File: src/rtl/vram_write_arbiter_if.sv
// vram_write_arbiter_if: producer, video-fetch, RAM-port and status signals of the VRAM write arbiter.
// The master modport is the surrounding system; the slave modport is the arbiter itself.
interface vram_write_arbiter_if #(
    parameter int ADDR_W = 14,
    parameter int DATA_W = 16
);
    logic              wr_en_i;
    logic [ADDR_W-1:0] wr_addr_i;
    logic [DATA_W-1:0] wr_data_i;
    logic              vid_rd_en_i;
    logic [ADDR_W-1:0] vid_rd_addr_i;
    logic [DATA_W-1:0] vid_rd_data_o;
    logic              vid_rd_valid_o;
    logic [ADDR_W-1:0] ram_addr_o;
    logic              ram_wr_en_o;
    logic [DATA_W-1:0] ram_wr_data_o;
    logic [DATA_W-1:0] ram_rd_data_i;
    logic              busy_o;
    logic              overflow_o;
    logic [7:0]        drop_count_o;
    logic              clr_overflow_i;

    modport master (
        output wr_en_i, wr_addr_i, wr_data_i, vid_rd_en_i, vid_rd_addr_i, ram_rd_data_i, clr_overflow_i,
        input  vid_rd_data_o, vid_rd_valid_o, ram_addr_o, ram_wr_en_o, ram_wr_data_o, busy_o, overflow_o, drop_count_o
    );
    modport slave (
        input  wr_en_i, wr_addr_i, wr_data_i, vid_rd_en_i, vid_rd_addr_i, ram_rd_data_i, clr_overflow_i,
        output vid_rd_data_o, vid_rd_valid_o, ram_addr_o, ram_wr_en_o, ram_wr_data_o, busy_o, overflow_o, drop_count_o
    );
endinterface

File: src/rtl/vram_write_arbiter.sv
// vram_write_arbiter: buffers producer writes in a FIFO and commits them to the single-port
// display RAM only on cycles the video scan-out leaves free; overflow is counted, never stalled.
module vram_write_arbiter #(
    parameter int ADDR_W = 14,
    parameter int DATA_W = 16,
    parameter int DEPTH  = 8
) (
    input logic                 clk,
    input logic                 reset_n_i,
    vram_write_arbiter_if.slave bus
);
    localparam int PW = $clog2(DEPTH);
    localparam logic [PW:0] FULL = (PW+1)'(DEPTH);
    logic [ADDR_W-1:0] r_addr [DEPTH];
    logic [DATA_W-1:0] r_data [DEPTH];
    logic [PW-1:0]     r_head, r_tail;
    logic [PW:0]       r_count;
    logic [7:0]        r_drops;
    logic              r_overflow, r_vid_valid;
    logic              w_pop, w_push, w_drop;

    // a pop frees the head slot this cycle, so a full FIFO can still take a word
    assign w_pop  = !bus.vid_rd_en_i && r_count != '0;
    assign w_push = bus.wr_en_i && (r_count != FULL || w_pop);
    assign w_drop = bus.wr_en_i && !w_push;

    assign bus.ram_addr_o     = bus.vid_rd_en_i ? bus.vid_rd_addr_i : r_addr[r_head];
    assign bus.ram_wr_en_o    = w_pop;
    assign bus.ram_wr_data_o  = r_data[r_head];
    assign bus.vid_rd_data_o  = bus.ram_rd_data_i;
    assign bus.vid_rd_valid_o = r_vid_valid;
    assign bus.busy_o         = r_count != '0;
    assign bus.overflow_o     = r_overflow;
    assign bus.drop_count_o   = r_drops;

    always_ff @(posedge clk) begin
        if (w_push) begin
            r_addr[r_tail] <= bus.wr_addr_i;
            r_data[r_tail] <= bus.wr_data_i;
        end
    end

    always_ff @(posedge clk or negedge reset_n_i) begin
        if (!reset_n_i) begin
            r_head      <= '0;
            r_tail      <= '0;
            r_count     <= '0;
            r_overflow  <= 1'b0;
            r_drops     <= '0;
            r_vid_valid <= 1'b0;
        end else begin
            r_head      <= r_head + PW'(w_pop);
            r_tail      <= r_tail + PW'(w_push);
            r_count     <= r_count + (PW+1)'(w_push) - (PW+1)'(w_pop);
            r_overflow  <= w_drop || (r_overflow && !bus.clr_overflow_i);
            // a drop in the same cycle as a clear leaves a count of one
            r_drops     <= bus.clr_overflow_i ? {7'd0, w_drop} : r_drops + 8'(w_drop && r_drops != 8'hFF);
            r_vid_valid <= bus.vid_rd_en_i;
        end
    end
endmodule

File: src/flat_wrapper.sv
// flat-port wrapper written by rule: the top's interface ports become plain ports
module vram_write_arbiter_flat 
#(
    parameter int ADDR_W = 14,
    parameter int DATA_W = 16,
    parameter int DEPTH  = 8
)
  (clk, reset_n_i, bus_wr_en_i, bus_wr_addr_i, bus_wr_data_i, bus_vid_rd_en_i, bus_vid_rd_addr_i, bus_ram_rd_data_i, bus_clr_overflow_i, bus_vid_rd_data_o, bus_vid_rd_valid_o, bus_ram_addr_o, bus_ram_wr_en_o, bus_ram_wr_data_o, bus_busy_o, bus_overflow_o, bus_drop_count_o);
  vram_write_arbiter_if #(.ADDR_W(ADDR_W), .DATA_W(DATA_W)) bus_i ();
  input logic clk;
  input logic reset_n_i;
  input wire logic [$bits(bus_i.wr_en_i)-1:0] bus_wr_en_i;
  input wire logic [$bits(bus_i.wr_addr_i)-1:0] bus_wr_addr_i;
  input wire logic [$bits(bus_i.wr_data_i)-1:0] bus_wr_data_i;
  input wire logic [$bits(bus_i.vid_rd_en_i)-1:0] bus_vid_rd_en_i;
  input wire logic [$bits(bus_i.vid_rd_addr_i)-1:0] bus_vid_rd_addr_i;
  input wire logic [$bits(bus_i.ram_rd_data_i)-1:0] bus_ram_rd_data_i;
  input wire logic [$bits(bus_i.clr_overflow_i)-1:0] bus_clr_overflow_i;
  output wire logic [$bits(bus_i.vid_rd_data_o)-1:0] bus_vid_rd_data_o;
  output wire logic [$bits(bus_i.vid_rd_valid_o)-1:0] bus_vid_rd_valid_o;
  output wire logic [$bits(bus_i.ram_addr_o)-1:0] bus_ram_addr_o;
  output wire logic [$bits(bus_i.ram_wr_en_o)-1:0] bus_ram_wr_en_o;
  output wire logic [$bits(bus_i.ram_wr_data_o)-1:0] bus_ram_wr_data_o;
  output wire logic [$bits(bus_i.busy_o)-1:0] bus_busy_o;
  output wire logic [$bits(bus_i.overflow_o)-1:0] bus_overflow_o;
  output wire logic [$bits(bus_i.drop_count_o)-1:0] bus_drop_count_o;
  assign bus_i.wr_en_i = bus_wr_en_i;
  assign bus_i.wr_addr_i = bus_wr_addr_i;
  assign bus_i.wr_data_i = bus_wr_data_i;
  assign bus_i.vid_rd_en_i = bus_vid_rd_en_i;
  assign bus_i.vid_rd_addr_i = bus_vid_rd_addr_i;
  assign bus_i.ram_rd_data_i = bus_ram_rd_data_i;
  assign bus_i.clr_overflow_i = bus_clr_overflow_i;
  assign bus_vid_rd_data_o = bus_i.vid_rd_data_o;
  assign bus_vid_rd_valid_o = bus_i.vid_rd_valid_o;
  assign bus_ram_addr_o = bus_i.ram_addr_o;
  assign bus_ram_wr_en_o = bus_i.ram_wr_en_o;
  assign bus_ram_wr_data_o = bus_i.ram_wr_data_o;
  assign bus_busy_o = bus_i.busy_o;
  assign bus_overflow_o = bus_i.overflow_o;
  assign bus_drop_count_o = bus_i.drop_count_o;
  vram_write_arbiter #(.ADDR_W(ADDR_W), .DATA_W(DATA_W), .DEPTH(DEPTH)) u_core (.clk(clk), .reset_n_i(reset_n_i), .bus(bus_i));
endmodule
File: config.mk
export PLATFORM = sky130hd
export DESIGN_NAME = vram_write_arbiter_flat
export DESIGN_NICKNAME = d
export VERILOG_FILES = /design/src/rtl/vram_write_arbiter_if.sv /design/src/rtl/vram_write_arbiter.sv /design/src/flat_wrapper.sv
export SDC_FILE = /design/constraint.sdc
export NUM_CORES = 1
export LEC_CHECK = 0
export CAP_MARGIN = 10
export CORE_ASPECT_RATIO = 0.5
export CORE_MARGIN = 3
export CORE_UTILIZATION = 60
export CTS_CLUSTER_SIZE = 8
export DETAILED_ROUTE_END_ITERATION = 10
export PLACE_DENSITY = 0.94
export SLEW_MARGIN = 30
export SYNTH_ARGS = -nofsm -noshare
export SYNTH_HDL_FRONTEND = slang
export SYNTH_SLANG_ARGS = --single-unit
File: constraint.sdc
create_clock -name clk -period 5.4 [get_ports clk]
set_input_delay 1.08 -clock clk [delete_from_list [all_inputs] [get_ports clk]]
set_output_delay 1.08 -clock clk [all_outputs]
set_load 0.1 [all_outputs]
## Yosys cells after proc, flatten, opt, wreduce, memory -nomap -nowiden

Memory sizes are Yosys's and may differ from the RTL's.
Index checks and enable logic that the tools add are counted.
W data, S select, Z words.

| cells by class | value |
|---|---|
| add/subtract/negate cells | 5 |
| equality and inequality tests | 2 |
| muxes and demuxes | 4 |
| reduce and logical (&&, ||, !) cells | 11 |

Operators by type and width:

| kind | count |
|---|---|
| $mux W14 | 1 |
| $add A8 B1 Y8 | 1 |
| $mux W8 | 1 |
| $ne A8 B8 Y1 const B | 1 |
| $add A3 B1 Y3 | 2 |
| $logic_and A1 B1 Y1 | 5 |
| $add A4 B1 Y4 | 1 |
| $ne A4 B4 Y1 const B | 1 |
| $reduce_bool A4 Y1 | 1 |
| $sub A4 B1 Y4 | 1 |
| $logic_not A1 Y1 | 3 |
| $logic_or A1 B1 Y1 | 2 |
| $mux W1 | 2 |

| storage, ports and cells | value |
|---|---|
| register bits after elaboration | 20 |
| RAM bits | 240 |
| input bits | 65 |
| output and inout port bits | 58 |
| logic and storage cells | 30 |
| memories | 2 |

Memories:

| name | words | width | read ports | clocked after memory_dff | wr ports | line | source |
|---|---|---|---|---|---|---|---|
| u_core.r_data | 8 | 16 | 1 | 0 | 1 | vram_write_arbiter.sv:15 | `logic [DATA_W-1:0] r_data [DEPTH];` |
| u_core.r_addr | 8 | 14 | 1 | 0 | 1 | vram_write_arbiter.sv:14 | `logic [ADDR_W-1:0] r_addr [DEPTH];` |

## Depth between registers and ports, before layout

| logic depth | value |
|---|---|
| depth after elaboration | 9 |
| mapped depth | 10 |

## Worst setup path after synthesis

No wires, ideal clock.

| timing path | value |
|---|---|
| path type | input -> output |
| start point | input bus_vid_rd_en_i |
| end point | output bus_ram_addr_o[10] |
| arrival time | 3555 ps |
| slack | 765 ps |
| stages on the path | 2 |
| buffers on the path | 1 |
| path through | clkbuf_1 -> o31ai_1 |

| between the ends | value |
|---|---|
| longest elaborated chain between the ends | 1 |

Ends and longest elaborated chain:

| what | line | source |
|---|---|---|
| from (decl) | flat_wrapper.sv:15 | `input wire logic [$bits(bus_i.vid_rd_en_i)-1:0] bus_vid_rd_en_i;` |
| $mux W14 | vram_write_arbiter.sv:27 | `assign bus.ram_addr_o = bus.vid_rd_en_i ? bus.vid_rd_addr_i : r_addr[r_head];` |
| to (decl) | flat_wrapper.sv:21 | `output wire logic [$bits(bus_i.ram_addr_o)-1:0] bus_ram_addr_o;` |

No other way between the ends.

## Worst setup path after layout

| timing path | value |
|---|---|
| start point | register u_core.r_head[0] |
| end point | output bus_ram_wr_data_o[4] |

| between the ends | value |
|---|---|
| longest elaborated chain between the ends | 1 |

Ends and longest elaborated chain:

| what | line | source |
|---|---|---|
| from (decl) | vram_write_arbiter.sv:16 | `logic [PW-1:0] r_head, r_tail;` |
| from (signal assigned) | vram_write_arbiter.sv:52 | `r_head <= r_head + PW'(w_pop);` |
| $mem_v2 Z8 W16 | -- |  |
| to (decl) | flat_wrapper.sv:23 | `output wire logic [$bits(bus_i.ram_wr_data_o)-1:0] bus_ram_wr_data_o;` |

No other way between the ends.

==> impl_metrics.env <==
export IMPL_syn_inst=538
export IMPL_grt_pass1_wl_um=36300
export IMPL_p_int_mw=4.943
export IMPL_arrival_ns=3.50
export IMPL_hold_path_class="reg2reg"
export IMPL_cts_root_buf="clkbuf_16"
export IMPL_async_reset_ff_share_pct=7.692
export IMPL_grt_start_max_net_pins=52
export IMPL_antenna_cells=0
export IMPL_drive_above_1_share_pct=23.32
export IMPL_dpl_cell_count=828
export IMPL_cp_top_family="flip-flops"
export IMPL_sw_frac_of_total_pct=38.54
export IMPL_min_period_ns=4.576
export IMPL_synth_ff_type="edfxtp_1"
export IMPL_hold_viol_final=0
export IMPL_cts_setup_buffers=0
export IMPL_seq_power_share_pct=35.2
export IMPL_synth_fa_ha_area_share_pct=1.634
export IMPL_ys_warn_count=0
export IMPL_antenna_found_initial=0
export IMPL_route_vias_total=5671
export IMPL_synth_top_family_by_area="multiplexers"
export IMPL_cts_resized=0
export IMPL_fp_coreArea_um2=16680
export IMPL_syn_nets=616
export IMPL_syn_to_final_growth_pct=22.05
export IMPL_crit_chain="mux4_1 > mux2_2 > clkdlybuf4s50_1"
export IMPL_synth_xor_area_share_pct=0.5886
export IMPL_slowest_stage="dfrtp_4"
export IMPL_numCtsBuffers=38
export IMPL_tns_ns=0
export IMPL_fin_crit_sh_pct=84.74
export IMPL_timing_fmax_ghz=0.2185
export IMPL_cp_max_fo=51
export IMPL_p_sw_mw=3.100
export IMPL_die_h_um=99.17
export IMPL_firstDrtPassIters=5
export IMPL_yosys_area_share_simple_pct=2.006
export IMPL_via_per_inst=6.422
export IMPL_grt_pass1_vias=5968
export IMPL_drt_initial_drc_count=645
export IMPL_critPathBufInv=1
export IMPL_muxShareOfSynthArea_pct=14.83
export IMPL_place_congestion=0.7658
export IMPL_relSlewSlack_pct=31.56
export IMPL_track_usage_pct=25.66
export IMPL_hold_ws_ns=0.4883
export IMPL_ant_nets=0
export IMPL_clk_latency_ns=0.50
export IMPL_avgRoutedWirePerCell_um=26.99
export IMPL_clockBufferDepth=3
export IMPL_leakagePower_nw=4.421
export IMPL_synth_edff_count=240
export IMPL_netlist_area_um2=10420
export IMPL_start_util_pct=62.44
export IMPL_drc=0
export IMPL_layout_nets=719
export IMPL_seq_area_frac_synth_pct=73.99
export IMPL_worst_pin_slew_ns=1.023
export IMPL_seq_area_um2=7714
export IMPL_yosysUniqueCellTypes=34
export IMPL_vdd_drop_max_mv=0.4998
export IMPL_slowest_delay_ns=1.02
export IMPL_synth_seq_cells=260
export IMPL_hpwl_um=12570
export IMPL_cts_hold_buf=0
export IMPL_skew_ns=0.01613
export IMPL_p_clk_share_pct=27.5
export IMPL_instances_no_fill=883
export IMPL_rsz0062_at_grt="no"
export IMPL_die_area_um2=19070
export IMPL_postRouteWirelength_um=23840
export IMPL_status="complete, no violations"
export IMPL_syn_mean_instance_area_um2=19.36
export IMPL_n_fill_cell=801
export IMPL_end_kind="primary output"
export IMPL_rows=33
export IMPL_multi_input_area_um2=2470
export IMPL_maxCapViolations=0
export IMPL_final_setup_viol_count=0
export IMPL_pin_count=123
export IMPL_io_buffer_count=90
export IMPL_path_clk_slew_ns=0.05
export IMPL_htreeDepth=2
export IMPL_cts_tree="built"
export IMPL_synth_compound_gate_area_share_pct=3.928
export IMPL_grt_overflow_total=0
export IMPL_cp_required_ns=4.32
export IMPL_p_per_area_nw_per_um2=632.6
export IMPL_path_class="reg2out"
export IMPL_dieWidth_um=192.3
export IMPL_startpoint_type="flip-flop"
export IMPL_final_max_slew_viol_count=0
export IMPL_power_frac_comb_pct=37.3
export IMPL_clock_sinks=260
[cell usage after synthesis (6+ instances only)]
cell type  instances  area share (%)
edfxtp_1         240              69
ha_1              12             1.4
o31ai_1           14             1.0
mux2_2            45             4.9
o22ai_1           14            0.84
nand2_1           19            0.68
dfrtp_1           20             4.8
clkbuf_1          11            0.40
nor2_1            11            0.40
a22o_1            14             1.2
mux2i_1           28             2.7
mux4_2            22             4.8
mux4_1            10             2.5
inv_1             10            0.36
buf_4             17             1.2
buf_6              6            0.65
[cell families (layout without fill, tap and decap cells)]
group	Yosys count	in the layout
flops	260	260
mux	105	105
compound gates	57	57
buf+inv	50	168
simple gates	46	46
fa+ha+maj	13	13
xor+xnor	7	7
[final timing paths]
| check | from | to | slack [ns] | cells past startpoint |
|---|---|---|---|---|
| worst max-delay path | u_core.r_head[0] | bus_ram_wr_data_o[4] | 0.82 | 3 |
| worst min register to register | u_core.bus.overflow_o | u_core.bus.overflow_o | 0.49 | 1 |
| max in group asynchronous | reset_n_i | u_core.r_head[0] | 4.47 | 1 |
| min in group asynchronous | reset_n_i | u_core.bus.drop_count_o[6] | 0.54 | 1 |
| worst min-delay path | u_core.bus.overflow_o | u_core.bus.overflow_o | 0.49 | 1 |
| worst max register to register | u_core.r_count[2] | u_core.bus.drop_count_o[6] | 2.56 | 10 |
[power by group through the flow]
| stage | clock network, mW | logic [mW] | registers, mW |
|---|---|---|---|
| after global placement | 0 | 2.78 | 2.81 |
| after detailed placement | 0 | 2.93 | 2.85 |
| after floorplan | 0 | 2.42 | 2.67 |
| final | 2.21 | 3.00 | 2.83 |
| after CTS | 2.23 | 3.01 | 2.83 |
| after global routing | 2.31 | 3.10 | 2.86 |
[through the flow]
step           instance area, um2  power (mW)  setup WS (ns)  util [%]
2_1_floorplan               10420       5.093         0.7651         -
3_3_place_gp                11380       5.598          1.398     68.24
3_5_place_dp                11610       5.777          1.273     69.61
4_1_cts                     12720       8.062         0.7816     76.24
5_1_grt                     12710       8.264         0.6948     76.22
6_report                    12710       8.042         0.8242     76.22
[routing by layer]
metal | vias to the layer above | wire, um | GRT usage (%)
li1 | 2362 | - | -
met1 | 2899 | 9600 | 36.00
met2 | 342 | 11720 | 41.04
met3 | 68 | 1820 | 4.930
met4 | 0 | 693 | 9.676
met5 | - | 0 | 0
[cell type report]
type,instances,share of cell area (%)
clock buffer,54,8.454
sequential,260,60.67
clock inverter,1,0.2362
multi-input combinational,228,19.43
tap,227,2.234
timing repair buffer,103,8.680
inverter,10,0.2952
[sequential cells by signal (all words and copies together), names as in the netlist]
name / count
u_core.r_head: 3
u_core.r_data: 128
u_core.r_addr: 112
u_core.r_tail: 3
u_core.bus.drop_count_o: 8
u_core.r_count: 4
u_core.bus.vid_rd_valid_o: 1
u_core.bus.overflow_o: 1
[placed cells by master (no fill, tap or decap), drive strengths merged]
cell	Yosys	layout
nand2b	3	3
buf	29	29
nand2	19	19
edfxtp	240	240
o31a	1	1
inv	10	10
o31ai	14	14
or3	3	3
bufinv	0	1
a21o	2	2
mux2	45	45
xnor2	2	2
o21a	1	1
fa	1	1
nor3	2	2
nor2	11	11
nand3	3	3
o311ai	2	2
a22o	14	14
nor4b	1	1
xor2	5	5
o21ai	4	4
ha	12	12
nor2b	2	2
a21oi	5	5
clkbuf	11	54
clkdlybuf4s50	0	74
mux2i	28	28
dfrtp	20	20
mux4	32	32
nand4	2	2
o22ai	14	14
Power figures use the tool's default switching activity.
